**src/rtl/ps2_scan_receiver_if.sv**
```systemverilog
// rtl/ps2_scan_receiver_if.sv - PS/2 line and key-event signal bundle
interface ps2_scan_receiver_if;
    logic       ps2_clk;
    logic       ps2_data;
    logic [9:0] data_out;
    logic       ready;
    logic       frame_err;

    modport master (
        input  ps2_clk,
        input  ps2_data,
        output data_out,
        output ready,
        output frame_err
    );

    modport slave (
        output ps2_clk,
        output ps2_data,
        input  data_out,
        input  ready,
        input  frame_err
    );
endinterface

```
**src/rtl/ps2_scan_receiver.sv**
```systemverilog
// rtl/ps2_scan_receiver.sv - PS/2 frame receiver folding E0/F0 prefixes into key events
module ps2_scan_receiver #(
    parameter int FILTER_LEN     = 8,
    parameter int TIMEOUT_CYCLES = 20000
) (
    input  logic                 clk,
    input  logic                 reset,
    ps2_scan_receiver_if.master  bus
);
    localparam int FW   = $clog2(FILTER_LEN) + 1;
    localparam int TW   = $clog2(TIMEOUT_CYCLES) + 1;
    localparam logic [FW-1:0] FILT_MAX = FW'(FILTER_LEN - 1);
    localparam logic [TW-1:0] TO_MAX   = TW'(TIMEOUT_CYCLES - 1);

    typedef enum logic [1:0] {IDLE, DATA, PARITY, STOP} state_t;

    logic          clk_s1, clk_s2, data_s1, data_s2;
    logic          clk_filt, clk_filt_d;
    logic [FW-1:0] filt_cnt;
    logic          fall;

    state_t        state, state_n;
    logic [2:0]    bit_cnt, bit_cnt_n;
    logic [7:0]    shift, shift_n;
    logic          par_bit, par_bit_n;
    logic [TW-1:0] to_cnt, to_cnt_n;
    logic          ext, ext_n, brk, brk_n;
    logic [9:0]    data_q, data_n;
    logic          ready_q, ready_n, err_q, err_n;

    // Sync and filter reset to the idle-high level so release never looks like an edge.
    always_ff @(posedge clk or posedge reset) begin
        if (reset) begin
            clk_s1     <= 1'b1;
            clk_s2     <= 1'b1;
            data_s1    <= 1'b1;
            data_s2    <= 1'b1;
            clk_filt   <= 1'b1;
            clk_filt_d <= 1'b1;
            filt_cnt   <= '0;
        end else begin
            clk_s1     <= bus.ps2_clk;
            clk_s2     <= clk_s1;
            data_s1    <= bus.ps2_data;
            data_s2    <= data_s1;
            clk_filt_d <= clk_filt;
            if (clk_s2 == clk_filt) begin
                filt_cnt <= '0;
            end else if (filt_cnt == FILT_MAX) begin
                clk_filt <= clk_s2;
                filt_cnt <= '0;
            end else begin
                filt_cnt <= filt_cnt + 1'b1;
            end
        end
    end

    assign fall = clk_filt_d & ~clk_filt;

    always_ff @(posedge clk or posedge reset) begin
        if (reset) begin
            state   <= IDLE;
            bit_cnt <= '0;
            shift   <= '0;
            par_bit <= 1'b0;
            to_cnt  <= '0;
            ext     <= 1'b0;
            brk     <= 1'b0;
            data_q  <= '0;
            ready_q <= 1'b0;
            err_q   <= 1'b0;
        end else begin
            state   <= state_n;
            bit_cnt <= bit_cnt_n;
            shift   <= shift_n;
            par_bit <= par_bit_n;
            to_cnt  <= to_cnt_n;
            ext     <= ext_n;
            brk     <= brk_n;
            data_q  <= data_n;
            ready_q <= ready_n;
            err_q   <= err_n;
        end
    end

    always_comb begin
        state_n   = state;
        bit_cnt_n = bit_cnt;
        shift_n   = shift;
        par_bit_n = par_bit;
        ext_n     = ext;
        brk_n     = brk;
        data_n    = data_q;
        ready_n   = 1'b0;
        err_n     = 1'b0;
        to_cnt_n  = (state == IDLE || fall) ? '0 : to_cnt + 1'b1;

        case (state)
            IDLE: begin
                if (fall && !data_s2) begin
                    state_n   = DATA;
                    bit_cnt_n = '0;
                end
            end
            DATA: begin
                if (fall) begin
                    shift_n   = {data_s2, shift[7:1]};
                    bit_cnt_n = bit_cnt + 3'd1;
                    if (bit_cnt == 3'd7) state_n = PARITY;
                end
            end
            PARITY: begin
                if (fall) begin
                    par_bit_n = data_s2;
                    state_n   = STOP;
                end
            end
            STOP: begin
                if (fall) begin
                    state_n = IDLE;
                    if (data_s2 && (^shift ^ par_bit)) begin
                        if (shift == 8'hE0) begin
                            ext_n = 1'b1;
                        end else if (shift == 8'hF0) begin
                            brk_n = 1'b1;
                        end else begin
                            data_n  = {ext, brk, shift};
                            ready_n = 1'b1;
                            ext_n   = 1'b0;
                            brk_n   = 1'b0;
                        end
                    end else begin
                        err_n = 1'b1;
                        ext_n = 1'b0;
                        brk_n = 1'b0;
                    end
                end
            end
            default: state_n = IDLE;
        endcase

        // A falling edge in the same cycle keeps the frame alive.
        if (state != IDLE && !fall && to_cnt == TO_MAX) begin
            state_n = IDLE;
            err_n   = 1'b1;
            ext_n   = 1'b0;
            brk_n   = 1'b0;
        end
    end

    assign bus.data_out  = data_q;
    assign bus.ready     = ready_q;
    assign bus.frame_err = err_q;
endmodule
```
**src/flat_wrapper.sv**
```systemverilog
// flat-port wrapper written by rule: the top's interface ports become plain ports
module ps2_scan_receiver_flat 
#(
    parameter int FILTER_LEN     = 8,
    parameter int TIMEOUT_CYCLES = 20000
)
  (clk, reset, bus_ps2_clk, bus_ps2_data, bus_data_out, bus_ready, bus_frame_err);
  ps2_scan_receiver_if bus_i ();
  input  logic clk;
  input  logic reset;
  input wire logic [$bits(bus_i.ps2_clk)-1:0] bus_ps2_clk;
  input wire logic [$bits(bus_i.ps2_data)-1:0] bus_ps2_data;
  output wire logic [$bits(bus_i.data_out)-1:0] bus_data_out;
  output wire logic [$bits(bus_i.ready)-1:0] bus_ready;
  output wire logic [$bits(bus_i.frame_err)-1:0] bus_frame_err;
  assign bus_i.ps2_clk = bus_ps2_clk;
  assign bus_i.ps2_data = bus_ps2_data;
  assign bus_data_out = bus_i.data_out;
  assign bus_ready = bus_i.ready;
  assign bus_frame_err = bus_i.frame_err;
  ps2_scan_receiver #(.FILTER_LEN(FILTER_LEN), .TIMEOUT_CYCLES(TIMEOUT_CYCLES)) u_core (.clk(clk), .reset(reset), .bus(bus_i));
endmodule
```
**config.mk**
```make
export PLATFORM = sky130hd
export DESIGN_NAME = ps2_scan_receiver_flat
export DESIGN_NICKNAME = d
export VERILOG_FILES = /design/src/rtl/ps2_scan_receiver_if.sv /design/src/rtl/ps2_scan_receiver.sv /design/src/flat_wrapper.sv
export SDC_FILE = /design/constraint.sdc
export NUM_CORES = 1
export LEC_CHECK = 0
export BUFFER_PORTS_ARGS = -buffer_cell sky130_fd_sc_hd__buf_2
export CAP_MARGIN = 5
export CORE_MARGIN = 1.5
export CORE_UTILIZATION = 64
export DETAILED_ROUTE_END_ITERATION = 10
export PLACE_DENSITY = 0.93
export SKIP_CTS_REPAIR_TIMING = 1
export SYNTH_ARGS = -nofsm -noshare
export SYNTH_HDL_FRONTEND = slang
export SYNTH_SLANG_ARGS = --single-unit
```
**constraint.sdc**
```tcl
create_clock -name clk -period 5.7 [get_ports clk]
set_clock_uncertainty 0.15 [all_clocks]
set_input_delay 1.14 -clock clk [delete_from_list [all_inputs] [get_ports clk]]
set_output_delay 1.14 -clock clk [all_outputs]
set_load 0.005 [all_outputs]
```
==> results of run 1 <==
-- sequential cells by signal (all words and copies together) (netlist names), 2 cells and up --
name                 cells
u_core.to_cnt           16
u_core.bus.data_out     10
u_core.shift             8
u_core.filt_cnt          4
u_core.bit_cnt           3
u_core.state             2
-- stage by stage --
| step | instance area (um^2) | utilization, % | setup slack (ns) |
|---|---|---|---|
| after detailed placement | 2670 | 71.2 | 2.79 |
| after floorplan | 2550 | - | 3.11 |
| final | 2780 | 74.3 | 2.80 |
| after global placement | 2670 | 71.2 | 2.87 |
| after CTS | 2780 | 74.3 | 2.79 |
| after global routing | 2780 | 74.3 | 2.61 |
-- final timing paths --
| kind | start | to |
|---|---|---|
| hold reg to reg | u_core.data_s1 | u_core.data_s2 |
| max in group asynchronous | reset | u_core.filt_cnt[1] |
| hold / removal | u_core.data_s1 | u_core.data_s2 |
| setup reg to reg | u_core.shift[1] | u_core.bus.data_out[9] |
| setup / recovery | u_core.shift[1] | u_core.bus.data_out[9] |
| min in group asynchronous | reset | u_core.bus.data_out[8] |
-- synthesized netlist by cell type --
cell | instances | area, um^2
nand3_1 | 12 | 60.1
nor3_1 | 3 | 15.0
or4_1 | 1 | 7.51
nor4_1 | 3 | 18.8
nand4b_1 | 1 | 8.76
clkbuf_1 | 4 | 15.0
o21ai_0 | 14 | 70.1
nor2_1 | 24 | 90.1
nand2_1 | 23 | 86.3
a22o_1 | 1 | 8.76
nand2_2 | 1 | 6.26
and3_1 | 4 | 25.0
nand4_1 | 3 | 18.8
dfrtp_1 | 48 | 1200
a211oi_1 | 1 | 7.51
mux2_4 | 9 | 135
buf_6 | 1 | 11.3
nor3b_1 | 1 | 7.51
xor2_1 | 8 | 70.1
and4_1 | 2 | 17.5
nor4_4 | 1 | 21.3
mux2_2 | 5 | 56.3
nand2b_1 | 3 | 18.8
dfstp_2 | 6 | 158
xnor3_1 | 1 | 22.5
nand3b_1 | 3 | 22.5
o21a_1 | 1 | 7.51
xnor2_1 | 10 | 87.6
inv_1 | 11 | 41.3
a21oi_1 | 4 | 20.0
nor2b_1 | 2 | 12.5
a21o_2 | 2 | 17.5
o2111ai_1 | 1 | 8.76
ha_1 | 14 | 175
-- critical path, cell delays in order (launching register included) --
cell     delay, ns
dfrtp_1       0.38
inv_1         0.06
ha_1          0.28
xnor3_1       0.39
xnor2_1       0.19
nand2_2       0.12
nor4_4        0.83
mux2_2        0.41
-- cell usage in the layout (no fill, tap or decap), drive strengths merged, types with 2 or more instances in the layout --
master	instances
clkinvlp	2
xor2	8
a21o	2
xnor2	10
and3	4
clkbuf	5
nor4	4
nor2	24
nor2b	2
dfstp	6
nand2	24
dfrtp	48
ha	14
mux2	14
nand4	3
inv	11
a21oi	4
nand3b	3
buf	16
nor3	3
nand2b	3
o21ai	14
and4	2
nand3	12
-- layout make-up --
class                      instances  share of cell area, %
clock inverter                     3                   1.62
clock buffer                       5                   2.48
inverter                          11                   1.49
tap                               48                   2.16
timing repair buffer              16                   2.97
sequential                        54                   48.9
multi-input combinational        158                   40.4
-- power by group through the flow --
stage | clock network [mW] | logic [mW] | registers (mW)
detailed placement | 0 | 0.253 | 0.485
finish | 0.257 | 0.254 | 0.478
floorplan | 0 | 0.209 | 0.475
global placement | 0 | 0.243 | 0.481
global route | 0.277 | 0.290 | 0.485
CTS | 0.261 | 0.254 | 0.478
-- logic make-up after synthesis --
family / after synthesis / share of synthesized area, %
AO/OA/AOI/OAI: 24 / 5.50
buffers and inverters: 16 / 2.65
adder cells (fa/ha/maj): 14 / 6.87
multiplexers: 14 / 7.51
flip-flops: 54 / 53.3
XOR/XNOR: 19 / 7.07
AND/OR/NAND/NOR: 87 / 17.1
-- metal layers --
metal | up-vias | routed length [um]
met1 | 829 | 1860
met5 | - | 0
li1 | 809 | -
met4 | 0 | 75
met2 | 27 | 2200
met3 | 8 | 127
==> run metrics, run 1 <==
status=finished, final reports clean; Worst Path Required=roughly 5.8 ns; core area=0.00374 mm^2; Sw Ratio=about a third; R2R cell count=7; Ys Warns=0; Syn Nets=approximately 250; M2 GR Usage=between 30% and 40%; Congestion Overflow GR=0; RSZ-0062 raised after global routing=false; Register Area=around 0.0014 mm^2; vias in the first global route=roughly 1700; Worst-path clk slew=0.10 ns; final setup fails=0; met3 usage=4.60%; Clock Sinks=54; Final Power=~1 mW; antenna cells=0; hold_ws=0.209 ns; multi-input combinational cell area=0.00112 mm^2; Longest Clk Path Bufs=2; Synth Area per Inst=about 11 um^2; Crit Path Class=register to register; Rel. slew slack=between 20% and 30%; cells after synthesis=228; area added between synthesis and finish=9.03%; initial core utilization=68.1%; static leakage power=1.30 nW; period utilization=roughly 51%; row cnt=22; Initial DRC Count=between 90 and 100; Max Freq=345 MHz; nets=264; Pwr Density=356 mW/mm^2; largest net degree at the start of global routing=55; Clk pwr share=a little over a quarter; Routed Antenna Nets=0; routed vias=about 1700; Detailed Place HPWL=~3 mm; CP endpoint kind=register; Die Span X=approximately 66 um; Final Hold Fails=0; hold path cells=0; worst IR drop on VDD=0.326 mV; met1 usage=about a quarter; Clk Tree Root Cell=clkbuf_8; Reg power frac=about half; CTS tree=done; clock latency on the worst-skew pair=around 0.31 ns; routed vias/inst=approximately 5.7; # H-tree levels=2; initial antenna violation count=0; WP data arrival=between 2 and 3 ns; Tmin final=about 2.9 ns; combinational share of power=25.7%; total CTS buffers=5; Sw Pwr=0.321 mW; global route hottest layer=met2; crit path launch type=register; Post-route DRC=0; CP Max Fanout=11; Total GRT Usage=approximately 22%; Die Y=roughly 66 um; share of cells above drive strength 1=between 10% and 20%; fillers=between 200 and 300; Placed Cells=around 290; Distinct cells, synth=34; Post-Route WL=approximately 4.3 mm; Yosys reg bits=54; register area share after synthesis=a little over half; maxcap violations=0; first-pass GRT wire length=between 7 and 8 mm; num ports=16; cell area after synthesis=around 0.0025 mm^2; DR WL/cell=approximately 14 um; setup_tns=0 ns; Tightest Pin Transition=~1.1 ns; worst hold path class=register to register; setup slack, reg-to-reg=between 2 and 3 ns; IO Port Bufs=15; Post-Layout Cell Count=between 200 and 300; gp weighted congestion=0.814; design internal power=approximately 0.67 mW; max-slew violations=0; die area=~0.0044 mm^2; first drt pass iteration count=4
No activity file was read; power rests on OpenSTA's default activity.
==> run 2, diff against run 1 <==
--- a/config.mk
+++ b/config.mk
@@ -8,9 +8,9 @@
 export BUFFER_PORTS_ARGS = -buffer_cell sky130_fd_sc_hd__buf_2
 export CAP_MARGIN = 5
 export CORE_MARGIN = 1.5
-export CORE_UTILIZATION = 64
+export CORE_UTILIZATION = 54
 export DETAILED_ROUTE_END_ITERATION = 10
-export PLACE_DENSITY = 0.93
+export PLACE_DENSITY = 0.85
 export SKIP_CTS_REPAIR_TIMING = 1
 export SYNTH_ARGS = -nofsm -noshare
 export SYNTH_HDL_FRONTEND = slang
==> constraint.sdc (replaced) <==
create_clock -name clk -period 2.47 [get_ports clk]
set_clock_uncertainty 0.15 [all_clocks]
set_input_delay 0.494 -clock clk [delete_from_list [all_inputs] [get_ports clk]]
set_output_delay 0.494 -clock clk [all_outputs]
set_load 0.005 [all_outputs]
==> run 2 against run 1 <==
Net effect: routed wire length rose by 9.9%; count of clock-buffer cells in the layout rose by 2; cell area up 5.9%; worst setup slack got worse by 2.8 ns; sequential cell count is the same; first-iteration DRC count fell by 29%; largest power group unchanged; total power increased by 130%; critical path depth is 2 higher.
==> run metrics, run 2 (same netlist as run 1, synthesis figures left out) <==
maxcap violations=0 (unchanged); IO Port Bufs=15 (unchanged); Longest Clk Path Bufs=2 (unchanged); Tmin final=2.45 ns (-0.453 ns); Register Area=0.00136 mm^2 (unchanged); commonest non-fill, non-tap cells in the layout=48 x dfrtp_1, 24 x nor2_1, 23 x nand2_1, 15 x buf_2; Tightest Pin Transition=0.570 ns (-0.497 ns); Post-route DRC=0 (unchanged); combinational share of power=30.5% (+4.8 points); worst-path cell chain=inv_2, ha_4, xnor3_1, xnor2_2, nand2_2, nor4_4, buf_4, clkbuf_16, mux2_4; top sig layer=met4; Clk Tree Root Cell=clkbuf_8; # H-tree levels=2 (unchanged); DR WL met3=125 um (-1.6%); Total GRT Usage=20.0% (-2.1 points); Routed Antenna Nets=0 (unchanged); Congestion Overflow GR=0 (unchanged); Worst R2R Start=u_core.shift[4]; Final Power=2.30 mW (+130%); Worst-path clk slew=0.09 ns (about the same); CP endpoint kind=register; CP Max Fanout=5 (-6); Crit Path Class=register to register; Die Y=71.7 um (+8.5%); design internal power=1.54 mW (+130%); Worst Path Required=2.52 ns (-3.24 ns); Post-Layout Cell Count=315 (+6.8%); period utilization=99.0% (+48 points); vias in the first global route=1785 (+6.1%); static leakage power=1.40 nW (+7.6%); share of cells above drive strength 1=25.5% (+5.6 points); Clock Sinks=54 (unchanged); slowest stage delay, CP=0.42 ns (-0.41 ns); final setup fails=0 (unchanged); Sw Ratio=33.0% (+0.52 points); Die Span X=71.7 um (+8.5%); row cnt=24 (+9.1%); setup_tns=0 ns (unchanged); Pwr Density=780 mW/mm^2 (+120%); WL met2=2.41 mm (+9.4%); CP top delay family=XOR/XNOR gates; worst hold path class=primary input to async pin; Biggest register=u_core.to_cnt; clock latency on the worst-skew pair=0.30 ns (about the same); multi-input combinational cell area=0.00114 mm^2 (+1.8%); max-slew violations=0 (unchanged); routed vias/inst=5.51 (-2.8%); Placement Setup Slack=-0.0294 ns (-2.82 ns); Detailed Place HPWL=3.07 mm (+1.2%); initial antenna violation count=0 (unchanged); Worst Setup SP=u_core.shift[4]; worst IR drop on VDD=0.536 mV (+64%); antenna cells=0 (unchanged); Clk pwr share=21.6% (-4.4 points); routed vias=1736 (+3.8%); largest net degree at the start of global routing=55 (unchanged); Final Hold Fails=0 (unchanged); first drt pass iteration count=6 (+2); nets=280 (+6.1%); DR WL/cell=14.9 um (+2.9%); first-pass GRT wire length=7.98 mm (+9.3%); gp weighted congestion=0.808 (-0.80%); Worst Path Buf+Inv=3 (+2); slowest CP cell=dfrtp_1; setup ws final=0.0238 ns (-2.78 ns); Initial DRC Count=70 (-29%); num ports=16 (unchanged); area added between synthesis and finish=15.5%; wl on met1=2.07 mm (+12%); commonest non-fill, non-tap cell in the layout=dfrtp_1; WP data arrival=2.49 ns (-0.47 ns); Reg power frac=47.9% (-0.4 points); Placed Cells=298 (+3.8%); initial core utilization=57.4% (-11 points); core area=0.00444 mm^2 (+19%); Post-Route WL=4.68 mm (+9.9%); Rel. slew slack=61.7% (+33 points); max FFs per register=16 (unchanged); Sw Pwr=0.758 mW (+140%); total CTS buffers=5 (unchanged); fillers=323 (+23%); crit path launch type=register; die area=0.00514 mm^2 (+18%); Max Freq=409 MHz (+19%); status=finished, final reports clean; CTS tree=done
[run 2: stage by stage]
step,util (%),area (um^2),hold slack (ns)
3_5_place_dp,61.9,2750,0.199
5_1_grt,66.3,2950,0.0986
4_1_cts,63.9,2840,0.0795
3_3_place_gp,61.9,2750,0.196
6_report,66.3,2950,0.0731
2_1_floorplan,-,2550,0.195
[run 2: cell type report]
type                    count  area share, %
clock buffers               7           2.93
clock inverters             1          0.170
inverters                  11           1.40
multi-input cells         158           38.8
flip-flops and latches     54           46.1
well taps                  52           2.21
repair buffers             32           8.33
[run 2: final timing paths]
check,to,slack (ns),depth (start not counted)
hold reg to reg,u_core.clk_s2,0.21,0
setup reg to reg,u_core.bus.data_out[7],0.02,9
hold / removal,u_core.to_cnt[2],0.07,3
min in group clk,u_core.clk_s1,0.13,1
max in group asynchronous,u_core.data_s2,1.80,3
setup / recovery,u_core.bus.data_out[7],0.02,9
[run 2: worst reg2reg max path: stages, from the launching register on]
cell and delay [ns]:
dfrtp_1 0.42, inv_2 0.07, ha_4 0.25, xnor3_1 0.42
xnor2_2 0.17, nand2_2 0.09, nor4_4 0.16, buf_4 0.17
clkbuf_16 0.14, mux2_4 0.29
[run 2: power groups by stage]
stage,Combinational [mW],Clock [mW],Sequential (mW)
finish,0.700,0.497,1.10
global route,0.796,0.546,1.12
CTS,0.661,0.518,1.10
detailed placement,0.654,0,1.12
global placement,0.629,0,1.11
floorplan,0.483,0,1.10
[run 2: metal layers]
layer,GRT usage (%),vias up
li1,-,833
met1,24.6,869
met2,35.2,28
met3,4.22,6
met4,6.29,0
met5,0,-
==> run 3, diff against run 2 <==
--- a/config.mk
+++ b/config.mk
@@ -11,6 +11,7 @@
 export CORE_UTILIZATION = 54
 export DETAILED_ROUTE_END_ITERATION = 10
 export PLACE_DENSITY = 0.85
+export SETUP_SLACK_MARGIN = 0.3
 export SKIP_CTS_REPAIR_TIMING = 1
 export SYNTH_ARGS = -nofsm -noshare
 export SYNTH_HDL_FRONTEND = slang
==> run 3 against run 2 <==
Net effect: hold slack improved by 0.058 ns; critical path depth is 2 lower; clock power decreased by 5.4%; utilization is 2.5 points lower; sequential share of layout area rose by 1.8 points; routed wire length is 8.3% lower; global-route usage decreased by 1.3 points; non-clock buffer count decreased by 11; sequential cell count is the same; critical endpoint is now u_core.bus.data_out[1].
==> run metrics, run 3 (same netlist as run 1, synthesis figures left out) <==
status=finished, final reports clean; routed vias=1658 (-4.5%); CTS tree=done; maxcap violations=0 (unchanged); nets=269 (-3.9%); CP top delay family=XOR/XNOR gates; initial antenna violation count=0 (unchanged); antenna cells=0 (unchanged); worst hold path class=primary input to register; Congestion Overflow GR=0 (unchanged); Tmin final=2.34 ns (-0.109 ns); Worst R2R Start=u_core.shift[6]; Biggest register=u_core.to_cnt; commonest non-fill, non-tap cells in the layout=48 x dfrtp_1, 24 x nor2_1, 23 x nand2_1, 15 x buf_2, 14 x o21ai_0; row cnt=24 (unchanged); setup slack, reg-to-reg=0.13 ns (+0.11 ns); # H-tree levels=2 (unchanged); first-pass GRT wire length=7.36 mm (-7.8%); IO Port Bufs=15 (unchanged); Worst-path clk slew=0.09 ns (about the same); Die Y=71.7 um (unchanged); Max Freq=428 MHz (+4.7%); Clk Tree Root Cell=clkbuf_8; Crit Path Class=register to register; share of cells above drive strength 1=22.6% (-2.9 points); Detailed Place HPWL=3.08 mm (+0.54%); clock latency on the worst-skew pair=0.31 ns (about the same); WP data arrival=2.38 ns (-0.11 ns); first drt pass iteration count=8 (+2); Clock Sinks=54 (unchanged); static leakage power=1.32 nW (-5.6%); hold path cells=1; Post-Route WL=4.30 mm (-8.3%); largest net degree at the start of global routing=39 (-29%); routed vias/inst=5.45 (-1.0%); crit path launch type=register; Pwr Density=775 mW/mm^2 (-0.55%); total CTS buffers=5 (unchanged); gp weighted congestion=0.829 (+2.6%); vias in the first global route=1678 (-6.0%); slowest stage delay, CP=0.42 ns (about the same); initial core utilization=57.4% (unchanged); Hold Path End=u_core.data_s1; final core occ=63.7% (-2.5 points); period utilization=94.6% (-4.4 points); Initial DRC Count=104 (+49%); Worst Path Buf+Inv=1 (-2); CP endpoint kind=register; max-slew violations=0 (unchanged); Total GRT Usage=18.7% (-1.3 points); Routed Antenna Nets=0 (unchanged); worst IR drop on VDD=0.600 mV (+12%); RR Endpoint=u_core.bus.data_out[1]; RSZ-0062 raised after global routing=true; R2R cell count=7 (-2); core area=0.00444 mm^2 (unchanged); slowest CP cell=dfrtp_1; commonest non-fill, non-tap cell in the layout=dfrtp_1; CP Max Fanout=11 (+6); Worst Path Required=2.51 ns (about the same); Rel. slew slack=48.4% (-13 points); Post-route DRC=0 (unchanged); area added between synthesis and finish=11.1%; num ports=16 (unchanged); Die Span X=71.7 um (unchanged); worst-path cell chain=ha_1, xnor3_1, xnor2_1, nand2_2, nor4_4, buf_12, mux2_4; Tightest Pin Transition=0.773 ns (+0.204 ns); Final Hold Fails=0 (unchanged); DR WL/cell=14.1 um (-4.9%); die area=0.00514 mm^2 (unchanged); hold_sp=bus_ps2_data; Longest Clk Path Bufs=2 (unchanged); max FFs per register=16 (unchanged); fillers=346 (+7.1%); setup_tns=0 ns (unchanged); final setup fails=0 (unchanged)
[run 3: stage by stage]
step	hold WS (ns)	cells	instance area [um^2]	total power [mW]	worst slack (ns)
3_5_place_dp	0.201	296	2720	1.74	0.0896
6_report	0.131	304	2830	2.20	0.133
2_1_floorplan	0.195	228	2550	1.58	0.233
4_1_cts	0.126	304	2800	2.20	0.0770
3_3_place_gp	0.196	296	2720	1.70	0.160
5_1_grt	0.114	304	2830	2.35	0.0366
[run 3: worst register-to-register path: stages (launching register included)]
cell and delay [ns]:
dfrtp_1 0.42, ha_1 0.32, xnor3_1 0.35, xnor2_1 0.18, nand2_2 0.11, nor4_4 0.20
buf_12 0.19, mux2_4 0.30
[run 3: how the worst max path moves through the flow]
stage          cells after the start                endpoint       startpoint  slack, ns
6_report                           7  u_core.bus.data_out[1]  u_core.shift[6]       0.13
5_1_grt                            7  u_core.bus.data_out[1]  u_core.shift[6]       0.04
4_1_cts                            8  u_core.bus.data_out[9]  u_core.shift[1]       0.08
3_5_place_dp                       8  u_core.bus.data_out[9]  u_core.shift[1]       0.09
3_3_place_gp                       8  u_core.bus.data_out[9]  u_core.shift[1]       0.16
2_1_floorplan                      8  u_core.bus.data_out[0]  u_core.shift[1]       0.23
[run 3: layout make-up]
type	count	area (um^2)	area share [%]
clock buffer	8	80.1	2.83
inverter	11	41.3	1.46
multi-input combinational	158	1150	40.8
sequential	54	1360	48.0
tap	52	65.1	2.30
timing repair buffer	21	133	4.68
[run 3: routing by layer]
layer	track usage [%]	vias up	share of wire, %
li1	-	818	-
met1	23.4	806	46
met2	30.2	26	48
met3	6.05	8	3.7
met4	7.55	0	1.6
met5	0	-	0
[run 3: power by group]
part | leakage (nW) | internal (mW) | switching (mW) | total [mW]
Clock | 0.0395 | 0.202 | 0.268 | 0.470
Sequential | 0.723 | 1.00 | 0.0952 | 1.10
Combinational | 0.561 | 0.253 | 0.374 | 0.626
Total | 1.32 | 1.46 | 0.737 | 2.20
